--- src/rtl/bus_dma.sv ---
// bus_dma: copies LEN words SRC->DST as AZPR bus master, programmed via a 4-register slave; BUS_DMA_IRQ_EN adds irq.
// At least 7 cycles per word; stalls without limit on bus_grnt_/bus_rdy_; slave rdy_ pulses one cycle after each access.
module bus_dma #(
    parameter int LEN_W  = 16,
    parameter int ADDR_W = 30,
    parameter int DATA_W = 32
) (
    input  logic              clk,
    input  logic              reset,
    input  logic              cs_,
    input  logic              as_,
    input  logic              rw,
    input  logic [1:0]        addr,
    input  logic [DATA_W-1:0] wr_data,
    output logic [DATA_W-1:0] rd_data,
    output logic              rdy_,
    input  logic [DATA_W-1:0] bus_rd_data,
    input  logic              bus_rdy_,
    input  logic              bus_grnt_,
    output logic              bus_req_,
    output logic [ADDR_W-1:0] bus_addr,
    output logic              bus_as_,
    output logic              bus_rw,
    output logic [DATA_W-1:0] bus_wr_data,
    output logic              irq
);
    localparam logic READ  = 1'b1;
    localparam logic WRITE = 1'b0;

    localparam logic [1:0] REG_CTRL = 2'd0;
    localparam logic [1:0] REG_SRC  = 2'd1;
    localparam logic [1:0] REG_DST  = 2'd2;
    localparam logic [1:0] REG_LEN  = 2'd3;

    typedef enum logic [2:0] {
        S_IDLE,
        S_REQ,
        S_RD_AS,
        S_RD_WAIT,
        S_WR_AS,
        S_WR_WAIT,
        S_GAP
    } state_t;

    state_t state, state_nxt;

    logic [ADDR_W-1:0] src, dst, cur_src, cur_dst;
    logic [LEN_W-1:0]  len, cnt;
    logic [DATA_W-1:0] word;
    logic [DATA_W-1:0] rd_mux;
    logic              done, irq_en, busy;
    logic              acc, reg_wr, start, load, hw_done;
    logic              unused_bits;

    assign acc     = !cs_ && !as_;
    assign reg_wr  = acc && (rw == WRITE);
    assign busy    = (state != S_IDLE);
    assign start   = reg_wr && (addr == REG_CTRL) && wr_data[0] && !busy;
    assign load    = start && (len != '0);
    assign hw_done = (start && (len == '0)) || ((state == S_GAP) && (cnt == '0));

    assign bus_wr_data = word;
    assign unused_bits = ^{wr_data[DATA_W-1:ADDR_W], wr_data[2]};

    always_ff @(posedge clk) begin
        if (reset) begin
            state <= S_IDLE;
        end else begin
            state <= state_nxt;
        end
    end

    // bus_req_ is held low from REQ through WR_WAIT so the arbiter cannot
    // hand the bus away between the read and the write of one word.
    always_comb begin
        state_nxt = state;
        bus_req_  = 1'b1;
        bus_as_   = 1'b1;
        bus_rw    = READ;
        bus_addr  = '0;
        case (state)
            S_IDLE: begin
                if (load) state_nxt = S_REQ;
            end
            S_REQ: begin
                bus_req_ = 1'b0;
                if (!bus_grnt_) state_nxt = S_RD_AS;
            end
            S_RD_AS: begin
                bus_req_  = 1'b0;
                bus_as_   = 1'b0;
                bus_addr  = cur_src;
                state_nxt = S_RD_WAIT;
            end
            S_RD_WAIT: begin
                bus_req_ = 1'b0;
                bus_addr = cur_src;
                if (!bus_rdy_) state_nxt = S_WR_AS;
            end
            S_WR_AS: begin
                bus_req_  = 1'b0;
                bus_as_   = 1'b0;
                bus_rw    = WRITE;
                bus_addr  = cur_dst;
                state_nxt = S_WR_WAIT;
            end
            S_WR_WAIT: begin
                bus_req_ = 1'b0;
                bus_rw   = WRITE;
                bus_addr = cur_dst;
                if (!bus_rdy_) state_nxt = S_GAP;
            end
            S_GAP: begin
                state_nxt = (cnt == '0) ? S_IDLE : S_REQ;
            end
            default: state_nxt = S_IDLE;
        endcase
    end

    always_ff @(posedge clk) begin
        if (reset) begin
            src     <= '0;
            dst     <= '0;
            len     <= '0;
            cnt     <= '0;
            cur_src <= '0;
            cur_dst <= '0;
            word    <= '0;
            done    <= 1'b0;
        end else begin
            if (reg_wr && !busy) begin
                case (addr)
                    REG_SRC: src <= wr_data[ADDR_W-1:0];
                    REG_DST: dst <= wr_data[ADDR_W-1:0];
                    REG_LEN: len <= wr_data[LEN_W-1:0];
                    default: ;
                endcase
            end
            // Hardware set is ordered last so it wins over a same-cycle clear.
            if (reg_wr && (addr == REG_CTRL) && wr_data[1]) done <= 1'b0;
            if (hw_done) done <= 1'b1;
            if (load) begin
                cnt     <= len;
                cur_src <= src;
                cur_dst <= dst;
            end
            if ((state == S_RD_WAIT) && !bus_rdy_) word <= bus_rd_data;
            if ((state == S_WR_WAIT) && !bus_rdy_) begin
                cnt     <= cnt - LEN_W'(1);
                cur_src <= cur_src + ADDR_W'(1);
                cur_dst <= cur_dst + ADDR_W'(1);
            end
        end
    end

`ifdef BUS_DMA_IRQ_EN
    always_ff @(posedge clk) begin
        if (reset) begin
            irq_en <= 1'b0;
        end else if (reg_wr && (addr == REG_CTRL)) begin
            irq_en <= wr_data[2];
        end
    end

    assign irq = done & irq_en;
`else
    assign irq_en = 1'b0;
    assign irq    = 1'b0;
`endif

    always_comb begin
        rd_mux = '0;
        case (addr)
            REG_CTRL: rd_mux = {{(DATA_W-3){1'b0}}, irq_en, done, busy};
            REG_SRC:  rd_mux = {{(DATA_W-ADDR_W){1'b0}}, src};
            REG_DST:  rd_mux = {{(DATA_W-ADDR_W){1'b0}}, dst};
            REG_LEN:  rd_mux = {{(DATA_W-LEN_W){1'b0}}, len};
            default:  rd_mux = '0;
        endcase
    end

    always_ff @(posedge clk) begin
        if (reset) begin
            rdy_    <= 1'b1;
            rd_data <= '0;
        end else begin
            rdy_    <= !acc;
            rd_data <= (acc && (rw == READ)) ? rd_mux : '0;
        end
    end
endmodule

--- config.mk ---
export PLATFORM = sky130hd
export DESIGN_NAME = bus_dma
export DESIGN_NICKNAME = d
export VERILOG_FILES = /design/src/rtl/bus_dma.sv
export SDC_FILE = /design/constraint.sdc
export NUM_CORES = 1
export LEC_CHECK = 0
export CORE_UTILIZATION = 57
export DETAILED_ROUTE_END_ITERATION = 8
export PLACE_DENSITY = 0.82
export SLEW_MARGIN = 20
export SYNTH_ARGS = -nofsm -noshare
export SYNTH_HDL_FRONTEND = slang
export SYNTH_SLANG_ARGS = --single-unit
--- constraint.sdc ---
create_clock -name clk -period 4.3 [get_ports clk]
set_clock_uncertainty 0.1 [all_clocks]
set_input_delay 0.86 -clock clk [delete_from_list [all_inputs] [get_ports clk]]
set_output_delay 0.86 -clock clk [all_outputs]
set_load 0.05 [all_outputs]
==> metrics.md, run 1 <==
| Metric | Value |
|---|---|
| #FFs+latches synth | `219` |
| Post-Syn Area | `9870 um^2` |
| Pre-antenna DRT Iters | `6` |
| Fin. max-slew vios | `0` |
| Post-CTS sizing | `0` |
| Synth Warn # | `0` |
| Worst Path Arrival | `3.00 ns` |
| Nets | `1414` |
| Clock Tree Root | `clkbuf_16` |
| Critical Path Source | `state[2]` |
| Startpoint Class | `flop` |
| Worst Hold Class | `reg -> reg` |
| Placed cell count | `1531` |
| Rel. slew slack | `41.4%` |
| CP endpoint | `bus_addr[14]` |
| Final WL | `30.7 mm` |
| CP required | `3.34 ns` |
| R2R Setup Slk | `1.56 ns` |
| Final setup violation count | `0` |
| Mean Syn Cell Area | `8.11 um^2` |
| # clock sinks | `219` |
| Post-CTS Setup Repair Bufs | `0` |
| Post-route ant nets | `0` |
| Later-pin clock latency in the skew report | `0.53 ns` |
| Area of the core | `16800 um^2` |
| Crit path cell chain | `nor2b_2 > buf_4 > a22o_1 > clkdlybuf4s50_1` |
| Share of layout cells above drive strength 1 | `8.19%` |
| Wire length per cell | `19.5 um` |
| Async SR Flop Fraction | `0%` |
| 1st-iter DRT viols | `1137` |
| Reg2reg end | `cnt[7]` |
| Achievable Freq | `252 MHz` |
| Synth top area cells | `dfxtp_1 (44%), nand2_1 (10%), a21oi_1 (7.8%), nor2_1 (2.9%), clkbuf_1 (2.6%)` |
| Peak supply drop | `384 uV` |
| Gr usage total | `33.7%` |
| Pleak | `4.06 nW` |
| Congestion Overflow GR | `0` |
| Die width | `134 um` |
| RR Startpoint | `state[2]` |
| Post-Syn Instances | `1216` |
| # diodes | `0` |
| Sequential share of the synthesized area | `44.4%` |
| CP max FO | `22` |
| Period utilization | `92.2%` |
| Min Tclk post-route | `3.96 ns` |
| Synth top area share | `44.4%` |
| CTS hold repair buffers | `0` |
| Total CTS buffers | `24` |
| Max-Cap Viols | `0` |
| CTS tree | `done` |
| Clock Tree Buf Depth | `3` |
| Post-route DRC | `0` |
| DR vias | `9980` |
| Die height | `134 um` |
| Hold Vio Cnt, Final | `0` |
| DIE AREA | `17800 um^2` |
| Clock transition at path regs | `0.06 ns` |
| Slowest-stage cell, CP | `clkdlybuf4s50_1` |
| I/O pins | `172` |
| Initial antenna violation count | `0` |
| PD cells | `376 nW/um^2` |
| # fillers | `1281` |
| Kind of critical path | `reg -> out` |
| Total power | `0.00472 W` |
| Status | `complete, no violations` |
| Ys flop type | `dfxtp_1` |
| Post-route insts no fill | `1575` |
| Placer Congestion | `0.885` |
| Cell Rows | `47` |
| Element type at the critical path end | `output port` |
| Worst Reg-to-Reg Cells | `7` |
| Port-buffer cells | `166` |
| Final HPWL DP | `20.2 mm` |
| Initial core utilization | `58.9%` |
| Vias in the first global route | `9231` |
| Post-route setup TNS | `0 ns` |
| Distinct cells, synth | `67` |
| Unrepaired setup endpoints after global routing | `no` |
| Largest net degree at the start of global routing | `113` |
| Largest area contributor in the netlist | `dfxtp_1` |
| Worst slew pin tran | `0.871 ns` |
| Synth-to-Final Area Change | `27.3%` |
| HP Start | `bus_wr_data[12]` |
| H-tree depth | `1` |
| Crit path largest cell delay | `0.81 ns` |
| Via density per instance | `6.34` |
| EDFF count, synth | `0` |
| Global-route wire length before repair | `48.1 mm` |
placed cells by master (no fill, tap or decap), types with 8 or more instances in the layout:
cell type and count:
buf_4 24, inv_1 14, bufinv_16 8, and3_1 12, or3_1 13, dfxtp_1 219, o311ai_0 15, mux2i_1 19
nor2_1 75, a21oi_1 154, a22oi_1 33, nor3_1 12, a22o_1 26, nor4_1 15, nand2_1 263, o21ai_0 18
nand3_1 35, clkbuf_16 24, clkdlybuf4s50_1 165, or4_1 15, mux2_2 14, nand4_1 17, o211ai_1 14, and2_1 8
a31oi_1 36
how the worst min path moves through the flow:
stage,slack (ns),endpoint,depth (start not counted)
final,0.35,bus_wr_data[12],2
after global routing,0.37,bus_wr_data[27],2
after CTS,0.35,bus_wr_data[7],2
after detailed placement,0.35,bus_wr_data[7],2
after global placement,0.34,bus_wr_data[22],2
after floorplan,0.34,cur_src[12],2
area by class of cell:
type                       instances  area (um^2)  share of cell area [%]
clock buffer                      28          656                    5.22
clock inverter                    16          310                    2.47
inverter                          15         56.3                   0.448
multi-input combinational        886         5010                    39.9
sequential                       219         4380                    34.9
tap                              220          275                    2.19
timing repair buffer             191         1860                    14.8
critical path, delay by kind of cell, from the launching register on:
family,cells,cell delay [ns]
buffers and inverters,2,1.17
AOI/OAI and AO/OA,1,0.25
DFF,1,0.61
and+or+nand+nor,1,0.44
sequential cells by signal, summed over array words and instances, names as in the netlist:
name,count
done,1
cur_src,30
dst,30
rd_data,30
bus_wr_data,32
len,16
cnt,16
cur_dst,30
state,3
src,30
rdy_,1
Yosys cell counts, drive strengths merged (2+ instances only):
| cell type | n |
|---|---|
| nand2b | 3 |
| mux2 | 14 |
| o221a | 2 |
| inv | 14 |
| a31oi | 36 |
| nand3b | 2 |
| nor4 | 18 |
| and2 | 10 |
| xor2 | 2 |
| nand2 | 263 |
| ha | 4 |
| dfxtp | 219 |
| and4 | 3 |
| nand4 | 19 |
| a32oi | 7 |
| a22oi | 33 |
| a21oi | 155 |
| nand3 | 38 |
| o21ai | 22 |
| nor2 | 76 |
| buf | 29 |
| or3 | 13 |
| o211ai | 14 |
| o31a | 2 |
| mux2i | 19 |
| a2bb2oi | 7 |
| o22ai | 3 |
| a221oi | 2 |
| or4 | 16 |
| and3 | 12 |
| a41oi | 2 |
| a211oi | 5 |
| nor2b | 5 |
| a311oi | 3 |
| clkbuf | 69 |
| or2 | 2 |
| o311ai | 15 |
| a22o | 26 |
| nor3 | 16 |
| o221ai | 3 |
power breakdown:
group          internal (W)  total, W  switching (W)
logic             0.0000865  0.000200       0.000113
clock network       0.00158   0.00247       0.000886
registers           0.00204   0.00205      0.0000125
total               0.00371   0.00472        0.00101
through the flow:
stage	utilization, %	hold WS [ns]	setup slack (ns)	instance area (um^2)
detailed placement	69.2	0.346	0.693	11600
global route	74.9	0.374	0.283	12600
floorplan	-	0.343	0.876	9870
CTS	74.9	0.354	0.379	12600
global placement	69.2	0.341	0.761	11600
finish	74.9	0.354	0.337	12600
kinds of logic (layout without fill, tap and decap cells):
group,count (synthesis),in the layout,share of synthesized area [%]
simple gates,500,500,23.9
compound gates,342,342,22.2
flops,219,219,44.4
buf+inv,113,250,4.98
mux,34,34,3.75
fa+ha+maj,4,4,0.507
xor+xnor,3,3,0.266
other cells,1,3,0.0380
metal layers:
metal / up-vias / global-route usage, % / wire (um)
li1: 4615 / - / -
met1: 4687 / 44.5 / 12400
met2: 596 / 52.5 / 14000
met3: 82 / 8.87 / 3420
met4: 0 / 12.9 / 997
met5: - / 0 / 0
No activity file was read; power rests on OpenSTA's default activity.
==> inputs of run 2 (changes only) <==
--- a/config.mk
+++ b/config.mk
@@ -7,7 +7,9 @@
 export LEC_CHECK = 0
 export CORE_UTILIZATION = 57
 export DETAILED_ROUTE_END_ITERATION = 8
+export MAX_ROUTING_LAYER = met4
 export PLACE_DENSITY = 0.82
+export SETUP_SLACK_MARGIN = 0.5
 export SLEW_MARGIN = 20
 export SYNTH_ARGS = -nofsm -noshare
 export SYNTH_HDL_FRONTEND = slang
==> run 2 against run 1 <==
Non-clock buffer count stayed put. Clock power hardly changed. Total power hardly changed. Critical path depth stayed put. Register-to-register slack hardly changed. Critical path type unchanged. Largest power group unchanged. Combinational power hardly changed. First-iteration DRC count is 7.7% higher.
==> metrics.md, run 2 (synthesized netlist as in run 1, its figures left out) <==
| Metric | Value |
|---|---|
| Critical Path Source | `state[2]` |
| Final HPWL DP | `20.2 mm (unchanged)` |
| Post-route ant nets | `0 (unchanged)` |
| Placer Congestion | `0.900 (+1.7%)` |
| CP required | `3.34 ns (about the same)` |
| Pre-antenna DRT Iters | `5 (-1)` |
| I/O pins | `172 (unchanged)` |
| Fin. max-slew vios | `0 (unchanged)` |
| Gr usage total | `34.7% (+1.0 points)` |
| Most frequent cells in the layout | `nand2_1 (263), dfxtp_1 (219), a21oi_1 (154)` |
| Later-pin clock latency in the skew report | `0.53 ns (about the same)` |
| Post-DP Area | `11600 um^2 (unchanged)` |
| Achievable Freq | `263 MHz (+4.2%)` |
| # fillers | `1272 (-0.70%)` |
| Final WL | `30.8 mm (+0.22%)` |
| Via density per instance | `6.35 (+0.25%)` |
| Nets | `1414 (unchanged)` |
| Worst Hold Class | `reg -> reg` |
| Cell area after layout | `12500 um^2 (-0.15%)` |
| PD cells | `376 nW/um^2 (+0.17%)` |
| Post-route setup TNS | `0 ns (unchanged)` |
| Global-route wire length before repair | `48.1 mm (about the same)` |
| Wire length per cell | `19.6 um (+0.22%)` |
| Period utilization | `88.5% (-3.7 points)` |
| Share of layout cells above drive strength 1 | `8.19% (unchanged)` |
| # clock sinks | `219 (unchanged)` |
| Worst slew pin tran | `0.885 ns (+0.0134 ns)` |
| Kind of critical path | `reg -> out` |
| Worst Path Arrival | `2.84 ns (-0.16 ns)` |
| Cell Rows | `47 (unchanged)` |
| Slowest-stage cell, CP | `clkdlybuf4s50_1` |
| Hold Vio Cnt, Final | `0 (unchanged)` |
| H-tree depth | `1 (unchanged)` |
| Vias in the first global route | `9210 (-0.23%)` |
| Crit path largest cell delay | `0.73 ns (-0.08 ns)` |
| Unrepaired setup endpoints after global routing | `yes` |
| Largest net degree at the start of global routing | `113 (unchanged)` |
| Fin util | `74.8% (-0.11 points)` |
| Max FFs per register | `32 (unchanged)` |
| HP Start | `bus_wr_data[7]` |
| Peak supply drop | `384 uV (about the same)` |
| Initial core utilization | `58.9% (unchanged)` |
| Clock Tree Buf Depth | `3 (unchanged)` |
| Pleak | `4.27 nW (+5.3%)` |
| Initial antenna violation count | `0 (unchanged)` |
| Status | `complete, no violations` |
| Synth-to-Final Area Change | `27.1%` |
| Congestion Overflow GR | `0 (unchanged)` |
| CTS tree | `done` |
| CP max FO | `22 (unchanged)` |
| Clock transition at path regs | `0.06 ns (about the same)` |
| # diodes | `0 (unchanged)` |
| Clock Tree Root | `clkbuf_16` |
| Startpoint Class | `flop` |
| Port-buffer cells | `166 (unchanged)` |
| Post-CTS Setup Repair Bufs | `0 (unchanged)` |
| WHS | `0.355 ns (+0.00107 ns)` |
| Die width | `134 um (unchanged)` |
| Max-Cap Viols | `0 (unchanged)` |
| Min Tclk post-route | `3.80 ns (-0.158 ns)` |
| Rel. slew slack | `40.5% (-0.90 points)` |
| Final setup violation count | `0 (unchanged)` |
| RR Startpoint | `state[2]` |
| Element type at the critical path end | `output port` |
| Total CTS buffers | `24 (unchanged)` |
| Commonest non-fill, non-tap cell in the layout | `nand2_1` |
| Post-route DRC | `0 (unchanged)` |
| Crit path cell chain | `nor2b_2 > buf_4 > o21bai_1 > clkdlybuf4s50_1` |
| Die height | `134 um (unchanged)` |
| Area of the core | `16800 um^2 (unchanged)` |
| 1st-iter DRT viols | `1224 (+7.7%)` |
| DIE AREA | `17800 um^2 (unchanged)` |
| DR vias | `10.0k (+0.25%)` |
[run 2: through the flow]
| stage | std cells | power (W) | worst slack, ns |
|---|---|---|---|
| 2_1_floorplan | 1218 | 0.00218 | 0.876 |
| 3_3_place_gp | 1531 | 0.00229 | 0.761 |
| 3_5_place_dp | 1531 | 0.00229 | 0.693 |
| 4_1_cts | 1575 | 0.00472 | 0.531 |
| 5_1_grt | 1575 | 0.00482 | 0.461 |
| 6_report | 1575 | 0.00472 | 0.495 |
[run 2: final cells by class]
cell class / instances / area (um^2) / area share, %
repair buffers: 191 / 1840 / 14.7
flip-flops and latches: 219 / 4380 / 35.0
multi-input cells: 886 / 5010 / 40.0
inverters: 15 / 56.3 / 0.449
clock inverters: 16 / 310 / 2.48
well taps: 220 / 275 / 2.20
clock buffers: 28 / 656 / 5.23
[run 2: repair_timing]
item	in CTS	in global routing
resized for setup	25	5
gates cloned	0	0
hold buffers	0	0
setup endpoints to repair	25	6
pin swaps	0	0
[run 2: worst paths after layout]
path / end / slack (ns) / cells after the start
worst min-delay path: bus_wr_data[7] / 0.35 / 2
worst min register to register: bus_wr_data[7] / 0.35 / 2
worst max-delay path: bus_as_ / 0.50 / 4
worst max register to register: cur_dst[23] / 1.56 / 5
[run 2: critical path: cells and delay by family, from the launching register on]
family	cells	cell delay, ns
and+or+nand+nor	1	0.45
buffers and inverters	2	1.08
DFF	1	0.61
AOI/OAI and AO/OA	1	0.18
[run 2: report_power, final]
| group | internal [W] | total (W) | leakage (nW) | switching [W] |
|---|---|---|---|---|
| sequential | 0.00204 | 0.00205 | 1.76 | 0.0000125 |
| combinational | 0.0000865 | 0.000200 | 2.05 | 0.000114 |
| clock | 0.00158 | 0.00247 | 0.455 | 0.000886 |
[run 2: layer usage]
metal | track usage, % | vias to the layer above | wire, um
li1 | - | 4609 | -
met1 | 45.0 | 4730 | 12400
met2 | 52.6 | 589 | 14100
met3 | 8.22 | 77 | 3410
met4 | 12.9 | 0 | 912
met5 | - | - | 0
